### src/rtl/mem_stage.sv
// MEM stage: byte/half/word loads and stores over a single-outstanding req/ack bus; other ops pass through.
// Latency: non-memory ops 0 cycles; an aligned access stalls for 2 cycles plus the ack wait cycles, then retires in DONE.
// Backpressure: stallreq holds EX/MEM while an access is in flight. `define MEM_BUS_TIMEOUT_EN adds an ack timeout and bus_err.
module mem_stage #(
    parameter int TIMEOUT_CYCLES = 16
) (
    input  logic        clk,
    input  logic        rst,
    input  logic [4:0]  mem_wd,
    input  logic        mem_wreg,
    input  logic [31:0] mem_wdata,
    input  logic [7:0]  mem_aluop,
    input  logic [31:0] mem_mem_addr,
    input  logic [31:0] mem_reg2,
    output logic [4:0]  wb_wd,
    output logic        wb_wreg,
    output logic [31:0] wb_wdata,
    output logic        stallreq,
    output logic        bus_req,
    output logic        bus_we,
    output logic [31:0] bus_addr,
    output logic [3:0]  bus_sel,
    output logic [31:0] bus_wdata,
`ifdef MEM_BUS_TIMEOUT_EN
    output logic        bus_err,
`endif
    input  logic [31:0] bus_rdata,
    input  logic        bus_ack
);

    localparam logic [7:0] OP_LB  = 8'hE0;
    localparam logic [7:0] OP_LBU = 8'hE4;
    localparam logic [7:0] OP_LH  = 8'hE1;
    localparam logic [7:0] OP_LHU = 8'hE5;
    localparam logic [7:0] OP_LW  = 8'hE3;
    localparam logic [7:0] OP_SB  = 8'hE8;
    localparam logic [7:0] OP_SH  = 8'hE9;
    localparam logic [7:0] OP_SW  = 8'hEB;

    localparam logic [1:0] SZ_B = 2'd0;
    localparam logic [1:0] SZ_H = 2'd1;
    localparam logic [1:0] SZ_W = 2'd2;

    typedef enum logic [1:0] {
        IDLE = 2'd0,
        BUSY = 2'd1,
        DONE = 2'd2
    } state_t;

    generate
        if (TIMEOUT_CYCLES < 2 || TIMEOUT_CYCLES > 255) begin : g_bad_timeout
            $error("mem_stage: TIMEOUT_CYCLES must be within 2..255");
        end
    endgenerate

    state_t      state;
    logic        is_load;
    logic        is_store;
    logic        is_mem;
    logic        ld_signed;
    logic [1:0]  size;
    logic        misaligned;
    logic        go;
    logic [3:0]  lane_sel;
    logic [31:0] store_data;

    logic        ld_q;
    logic        ld_sgn_q;
    logic [1:0]  ld_size_q;
    logic [1:0]  ld_off_q;
    logic [31:0] result;
    logic        timed_out;

`ifdef MEM_BUS_TIMEOUT_EN
    logic [7:0]  cnt;
    logic        timed_out_q;
    assign timed_out = timed_out_q;
`else
    assign timed_out = 1'b0;
`endif

    // Big-endian lanes: offset 0 is bits [31:24].
    function automatic logic [31:0] extend_load(input logic [31:0] d, input logic [1:0] sz,
                                                input logic [1:0] off, input logic sgn);
        logic [7:0]  b;
        logic [15:0] h;
        logic [31:0] r;
        case (off)
            2'd0:    b = d[31:24];
            2'd1:    b = d[23:16];
            2'd2:    b = d[15:8];
            default: b = d[7:0];
        endcase
        h = off[1] ? d[15:0] : d[31:16];
        case (sz)
            SZ_B:    r = {{24{sgn & b[7]}}, b};
            SZ_H:    r = {{16{sgn & h[15]}}, h};
            default: r = d;
        endcase
        return r;
    endfunction

    always_comb begin
        is_load   = 1'b0;
        is_store  = 1'b0;
        ld_signed = 1'b0;
        size      = SZ_W;
        case (mem_aluop)
            OP_LB:   begin is_load = 1'b1;  size = SZ_B; ld_signed = 1'b1; end
            OP_LBU:  begin is_load = 1'b1;  size = SZ_B; end
            OP_LH:   begin is_load = 1'b1;  size = SZ_H; ld_signed = 1'b1; end
            OP_LHU:  begin is_load = 1'b1;  size = SZ_H; end
            OP_LW:   begin is_load = 1'b1;  size = SZ_W; end
            OP_SB:   begin is_store = 1'b1; size = SZ_B; end
            OP_SH:   begin is_store = 1'b1; size = SZ_H; end
            OP_SW:   begin is_store = 1'b1; size = SZ_W; end
            default: ;
        endcase
    end

    assign is_mem     = is_load | is_store;
    assign misaligned = is_mem &&
                        ((size == SZ_H && mem_mem_addr[0]) ||
                         (size == SZ_W && mem_mem_addr[1:0] != 2'b00));
    assign go         = (state == IDLE) && is_mem && !misaligned;

    always_comb begin
        lane_sel   = 4'b1111;
        store_data = mem_reg2;
        case (size)
            SZ_B: begin
                lane_sel   = 4'b1000 >> mem_mem_addr[1:0];
                store_data = {4{mem_reg2[7:0]}};
            end
            SZ_H: begin
                lane_sel   = mem_mem_addr[1] ? 4'b0011 : 4'b1100;
                store_data = {2{mem_reg2[15:0]}};
            end
            default: ;
        endcase
    end

    always_ff @(posedge clk) begin
        if (rst) begin
            state     <= IDLE;
            bus_req   <= 1'b0;
            bus_we    <= 1'b0;
            bus_addr  <= 32'd0;
            bus_sel   <= 4'd0;
            bus_wdata <= 32'd0;
            result    <= 32'd0;
            ld_q      <= 1'b0;
            ld_sgn_q  <= 1'b0;
            ld_size_q <= SZ_B;
            ld_off_q  <= 2'd0;
`ifdef MEM_BUS_TIMEOUT_EN
            cnt         <= 8'd0;
            timed_out_q <= 1'b0;
            bus_err     <= 1'b0;
`endif
        end else begin
`ifdef MEM_BUS_TIMEOUT_EN
            bus_err <= 1'b0;
`endif
            case (state)
                IDLE: begin
                    if (go) begin
                        bus_req   <= 1'b1;
                        bus_we    <= is_store;
                        bus_addr  <= {mem_mem_addr[31:2], 2'b00};
                        bus_sel   <= lane_sel;
                        bus_wdata <= is_store ? store_data : 32'd0;
                        ld_q      <= is_load;
                        ld_sgn_q  <= ld_signed;
                        ld_size_q <= size;
                        ld_off_q  <= mem_mem_addr[1:0];
                        state     <= BUSY;
`ifdef MEM_BUS_TIMEOUT_EN
                        cnt         <= 8'd0;
                        timed_out_q <= 1'b0;
`endif
                    end
                end
                BUSY: begin
                    if (bus_ack) begin
                        result  <= extend_load(bus_rdata, ld_size_q, ld_off_q, ld_sgn_q);
                        bus_req <= 1'b0;
                        state   <= DONE;
                    end
`ifdef MEM_BUS_TIMEOUT_EN
                    // An ack arriving on the timeout cycle takes priority above.
                    else if (cnt == 8'(TIMEOUT_CYCLES - 1)) begin
                        bus_req     <= 1'b0;
                        bus_err     <= 1'b1;
                        timed_out_q <= 1'b1;
                        state       <= DONE;
                    end else begin
                        cnt <= cnt + 8'd1;
                    end
`endif
                end
                DONE:    state <= IDLE;
                default: state <= IDLE;
            endcase
        end
    end

    always_comb begin
        wb_wd    = 5'd0;
        wb_wreg  = 1'b0;
        wb_wdata = 32'd0;
        stallreq = 1'b0;
        if (!rst) begin
            case (state)
                IDLE: begin
                    if (!is_mem) begin
                        wb_wd    = mem_wd;
                        wb_wreg  = mem_wreg;
                        wb_wdata = mem_wdata;
                    end else if (misaligned) begin
                        wb_wd = mem_wd;
                    end else begin
                        stallreq = 1'b1;
                    end
                end
                BUSY: stallreq = 1'b1;
                DONE: begin
                    // EX/MEM is still frozen here, so mem_* describe the retiring access.
                    wb_wd = mem_wd;
                    if (ld_q && !timed_out) begin
                        wb_wreg  = mem_wreg;
                        wb_wdata = result;
                    end
                end
                default: ;
            endcase
        end
    end

endmodule

### config.mk
export PLATFORM = sky130hd
export DESIGN_NAME = mem_stage
export DESIGN_NICKNAME = d
export VERILOG_FILES = /design/src/rtl/mem_stage.sv
export SDC_FILE = /design/constraint.sdc
export NUM_CORES = 1
export LEC_CHECK = 0
export CAP_MARGIN = 15
export CORE_ASPECT_RATIO = 0.75
export CORE_MARGIN = 2
export CORE_UTILIZATION = 37
export CTS_CLUSTER_SIZE = 8
export DETAILED_ROUTE_END_ITERATION = 8
export GPL_ROUTABILITY_DRIVEN = 0
export PLACE_DENSITY = 0.75
export SLEW_MARGIN = 5
export SYNTH_ARGS = -nofsm -noshare
export SYNTH_HDL_FRONTEND = slang
export SYNTH_SLANG_ARGS = --single-unit
### constraint.sdc
create_clock -name clk -period 1.6 [get_ports clk]
set_input_delay 0.16 -clock clk [delete_from_list [all_inputs] [get_ports clk]]
set_output_delay 0.16 -clock clk [all_outputs]
set_load 0.1 [all_outputs]
# == After elaboration in Yosys (flattened, before gate mapping) ==
# Cells that the tools add are included.
# op_classes
n_reduce_logical,22
n_eq_ne,17
n_bitwise,3
mux,36
n_shift,1
# ops
cell,count
case mux 32 bit (2 select lines),3
two-way mux 32 bit,4
equality test 8 bit (second input constant),8
two-way mux 8 bit,3
case mux 8 bit (3 select lines),1
two-way mux 16 bit,1
two-way mux 5 bit,3
two-way mux 1 bit,11
case mux 5 bit (2 select lines),1
OR reduction 3 bit,3
equality test 2 x 1 -> 1 bit (second input constant),4
zero test 2 bit,4
case mux 2 bit (2 select lines),2
case mux 4 bit (2 select lines),1
equality test 2 bit (second input constant),3
case mux 1 bit (2 select lines),3
AND reduction 2 bit,3
logical AND 1 bit,5
OR reduction 5 bit,1
two-way mux 2 bit,2
two-way mux 4 bit,1
inequality test 2 bit (second input constant),2
nonzero test 2 bit,2
right shift 4 x 2 -> 4 bit (first input constant),1
6 further kinds,7
# totals
in_bits,145
out_inout_bits,109
register_bits,108

# == Longest topological paths before layout ==
# depth
word_depth,11
ltp_mapped,7
mapped_depth_nobuf,4

# == Worst setup path before layout ==
# OpenSTA, ideal clock, no wires.
# synth_path
path_type,in2out
start,input mem_aluop[0]
end,output stallreq
setup_slack_ps,-1524
path_buffers,1
cell_stages,4
t_arrival_ps,2964
path_cell_list,buf_4 > nor3b_4 > o211ai_2 > a211oi_1
# synth_between
elab_chain_len,11
elab_cells_between_ends,26
classes_between,eq/ne: 10; mux: 7; bitwise: 1; reduce/logical: 8
# synth_lines
element,line_no,rtl
from (decl),12,"input logic [7:0] mem_aluop,"
equality test 8 bit,108,case (mem_aluop)
OR reduction 3 bit (no line),n/a,
case mux 2 bit (2 select lines),108,
equality test 2 x 1 -> 1 bit or equality test 2 bit (tied branches),"123, 124",
logical AND 1 bit (on tied branches),"123, 124",
logical OR 1 bit,123,((size == SZ_H && mem_mem_addr[0]) ||
logical AND 1 bit,122,assign misaligned = is_mem &&
two-way mux 1 bit,220,end else if (misaligned) begin
two-way mux 1 bit *,216,if (!is_mem) begin
case mux 1 bit (2 select lines) *,214,case (state)
two-way mux 1 bit *,213,if (!rst) begin
to (decl),18,"output logic stallreq,"
# Every way passes the cells marked *; elsewhere a longest branch is shown, timed or not.

# == Worst setup path in the final report ==
# layout_path
start,register state[0]
end,output wb_wdata[13]
# layout_between
elab_chain_len,3
elab_cells_between_ends,4
classes_between,eq/ne: 1; mux: 2; reduce/logical: 1
# layout_lines
element,line_no,rtl
from (decl),56,state_t state;
from (signal assigned),145,state <= IDLE;
from (signal assigned),177,state <= BUSY;
from (signal assigned),188,state <= DONE;
equality test 2 bit or zero test 2 bit (tied branches),214,
case mux 32 bit (2 select lines) *,214,
two-way mux 32 bit *,213,
to (decl),17,"output logic [31:0] wb_wdata,"
# Marked as above.

==> metrics.md <==
| Metric | Value |
|---|---|
| Final wirelength | 23.4 mm |
| Clock transition at path regs | 0.08 ns |
| Initial core utilization | 0.376 |
| Layout cell share with drive strength beyond 1 | 0.371 |
| Vias per cell | 5.75 |
| # rows | 37 |
| Largest net degree at the start of global routing | 45 |
| Max_cap viols | 0 |
| Tcrit/Tclk final | 1.19 |
| IO Port Bufs | 251 |
| Initial DRC count | 523 |
| Violated checks | negative setup slack |
| Post-Synthesis Cells | 573 |
| Simple-Gate Fraction of Synth Area | 0.147 |
| Number of global-route vias before repair | 5983 |
| Drt wl/cell | 22.4 um |
| Post-synthesis sequential area ratio | 0.423 |
| DIE HEIGHT | 106 um |
| Yosys top cell area share | 0.423 |
| Worst skew pair latency | 0.36 ns |
| Achievable frequency | 527 MHz |
| Min-delay worst type | primary input to flop |
| Critical path's top delay family | buffers and inverters |
| Mux cell area share after synthesis | 0.0729 |
| Syn Area/Cell | 8.92 um^2 |
| Synth-to-Final Area Change | 109% |
| Post-Place Cells | 991 |
| I/O pins | 254 |
| Synth Area in Adders | 0 |
| Drt pass-1 iters | 6 |
| Power consumption | 7080 uW |
| Grt total ovfl | 0 |
| Num CTS Buffers | 9 |
| CP max-delay cell | dfxtp_4 |
| Post-Syn Area | 5110 um^2 |
| Worst path bufs/invs | 4 |
| Top cells by area, synth | dfxtp_1 (42%), a22o_1 (9.3%), nand2_1 (7.0%) |
| RSZ-0062 raised after global routing | yes |
| WP data required | 1.44 ns |
| Clk root buf | clkbuf_16 |
| Antenna diodes | 0 |
| Endpoints failing hold | 0 |
| Setup-failing EPs final | 97 |
| Post-Layout Cell Count | 1045 |
| Maximum vdd ir drop | 0.000582 V |
| Post-synth cell types | 45 |
| Longest Clk Path Bufs | 2 |
| Ys async rst share | 0 |
| DR vias | 6005 |
| First-pass GRT wire length | 32.9 mm |
| Compound-Gate Fraction of Synth Area | 0.302 |
| Top_reg_cell synth | dfxtp_1 |
| Most frequent cells in the layout | clkdlybuf4s50_1 (133), buf_12 (121), dfxtp_1 (105) |
| Hold WS | 0.273 ns |
| Clock Skews | 0.0118 ns |
| Setup ws final | -0.299 ns |
| Clock tree from TritonCTS | yes |
| XOR/XNOR Fraction of Synth Area | 0 |
| Post-synth EDFFs | 0 |
| Synthesized flop and latch total | 108 |
| Synth area leader | dfxtp_1 |
| Cells along the critical path | buf_6 -> nor3_4 -> buf_6 -> buf_12 -> a22o_4 -> buf_12 |
| Worst-path fanout max | 8 |
| Crit Path Category | flop to output pin |
| Detailed Place HPWL | 14.4 mm |
| Post-route ant nets | 0 |
| FILL cells | 748 |
| Leak | 0.00417 uW |
| PD cells | 661 nW/um^2 |
| Max incr delay on CP | 0.37 ns |
| Die Wd | 140 um |
| Worst EP arrival | 1.74 ns |
| Final Max Slew Viols | 0 |
| Startpoint type of the worst setup path | flop |
| Period minus WS final | 1.90 ns |
| Commonest non-fill, non-tap cell in the layout | clkdlybuf4s50_1 |
| Die area | 14800 um^2 |
| Yosys warns | 0 |
| Post-CTS Hold Buffers | 0 |
| Largest family of logic cells by synthesized area | compound AO/OA/AOI/OAI gates |
| CORE AREA | 13600 um^2 |
| Initial antenna violation count | 0 |
| Worst-Margin Slew | 0.666 ns |
| Final net count | 1010 |
| Slew HR | 0.555 |
| GRT Total Usage | 0.279 |
| Clk sinks | 108 |
| DRC Markers | 0 |
| CP Capture Type | output pin |
| H-tree Lvls | 3 |
| Outcome | finished, violations left |
per-stage QoR:
stage	area, um^2	utilization	worst slack, ns	TNS, ns
finish	10700	0.786	-0.299	-17.62
global route	10700	0.786	-0.330	-21.89
CTS	10200	0.749	-0.278	-13.80
detailed placement	9450	0.694	-0.671	-62.45
global placement	9450	0.694	-0.595	-54.48
floorplan	5510	-	-0.0942	-0.352
state kept, by name, indices dropped and copies added (netlist names):
| register | cells |
|---|---|
| bus_we | 1 |
| bus_wdata | 32 |
| bus_sel | 4 |
| bus_req | 1 |
| ld_off_q | 2 |
| ld_size_q | 2 |
| bus_addr | 30 |
| state | 2 |
| ld_sgn_q | 1 |
| result | 32 |
| ld_q | 1 |
final timing paths:
kind	startpoint	end	slack, ns	depth (start not counted)
worst max-delay path	state[0]	wb_wdata[13]	-0.30	6
worst min-delay path	mem_mem_addr[0]	ld_off_q[0]	0.27	4
worst max register to register	state[1]	bus_wdata[12]	-0.29	7
worst min register to register	bus_addr[19]	bus_addr[19]	0.49	2
layout make-up:
| class | count | area (um^2) | area share |
|---|---|---|---|
| Multi-Input combinational cell | 404 | 3390 | 0.317 |
| Tap cell | 175 | 219 | 0.0205 |
| Clock buffer | 10 | 239 | 0.0223 |
| Clock inverter | 6 | 95.1 | 0.00888 |
| Inverter | 12 | 45.0 | 0.00421 |
| Timing Repair Buffer | 330 | 4540 | 0.424 |
| Sequential cell | 108 | 2170 | 0.203 |
cell usage after synthesis, drive strengths merged, types with 2 or more instances:
cell type  count
a211oi        28
a21o           2
a21oi         47
a221oi         7
a22o          54
a22oi          7
a311oi         2
and2           5
buf           15
clkbuf        36
dfxtp        108
inv           12
mux2           2
mux2i         35
nand2         96
nand2b         2
nand3          2
nand4b         2
nor2          38
nor2b          3
nor3          15
nor4           2
o21a           3
o21ai          5
o22ai          7
o2bb2ai       24
or3            2
worst min-delay path, delay by kind of cell:
| family | cells | cell delay (ns) |
|---|---|---|
| compound gates | 1 | 0.05 |
| buf+inv | 2 | 0.30 |
| simple gates | 1 | 0.08 |
where the power goes:
part / switching (uW) / internal [uW]
registers: 19.1 / 2700
logic: 997 / 830
clock network: 1100 / 1430
cells by family (layout without fill, tap and decap cells):
family	after synthesis	count (layout)
and+or+nand+nor	172	173
other	1	2
DFF	108	108
muxes	37	37
AOI/OAI and AO/OA	192	192
buffers and inverters	63	358
layer usage:
layer | GRT usage | wire length, um
met3 | 0.0791 | 1960
met5 | 0 | 0
met4 | 0.0800 | 517
met2 | 0.482 | 11600
met1 | 0.339 | 9300
repair_timing:
action,in CTS,in global routing
pin swaps,12,60
buffers inserted,12,14
cloned,9,5
setup endpoints to repair,123,114
gates resized for setup,58,64
Note: power is estimated with default switching activity, not from simulation.
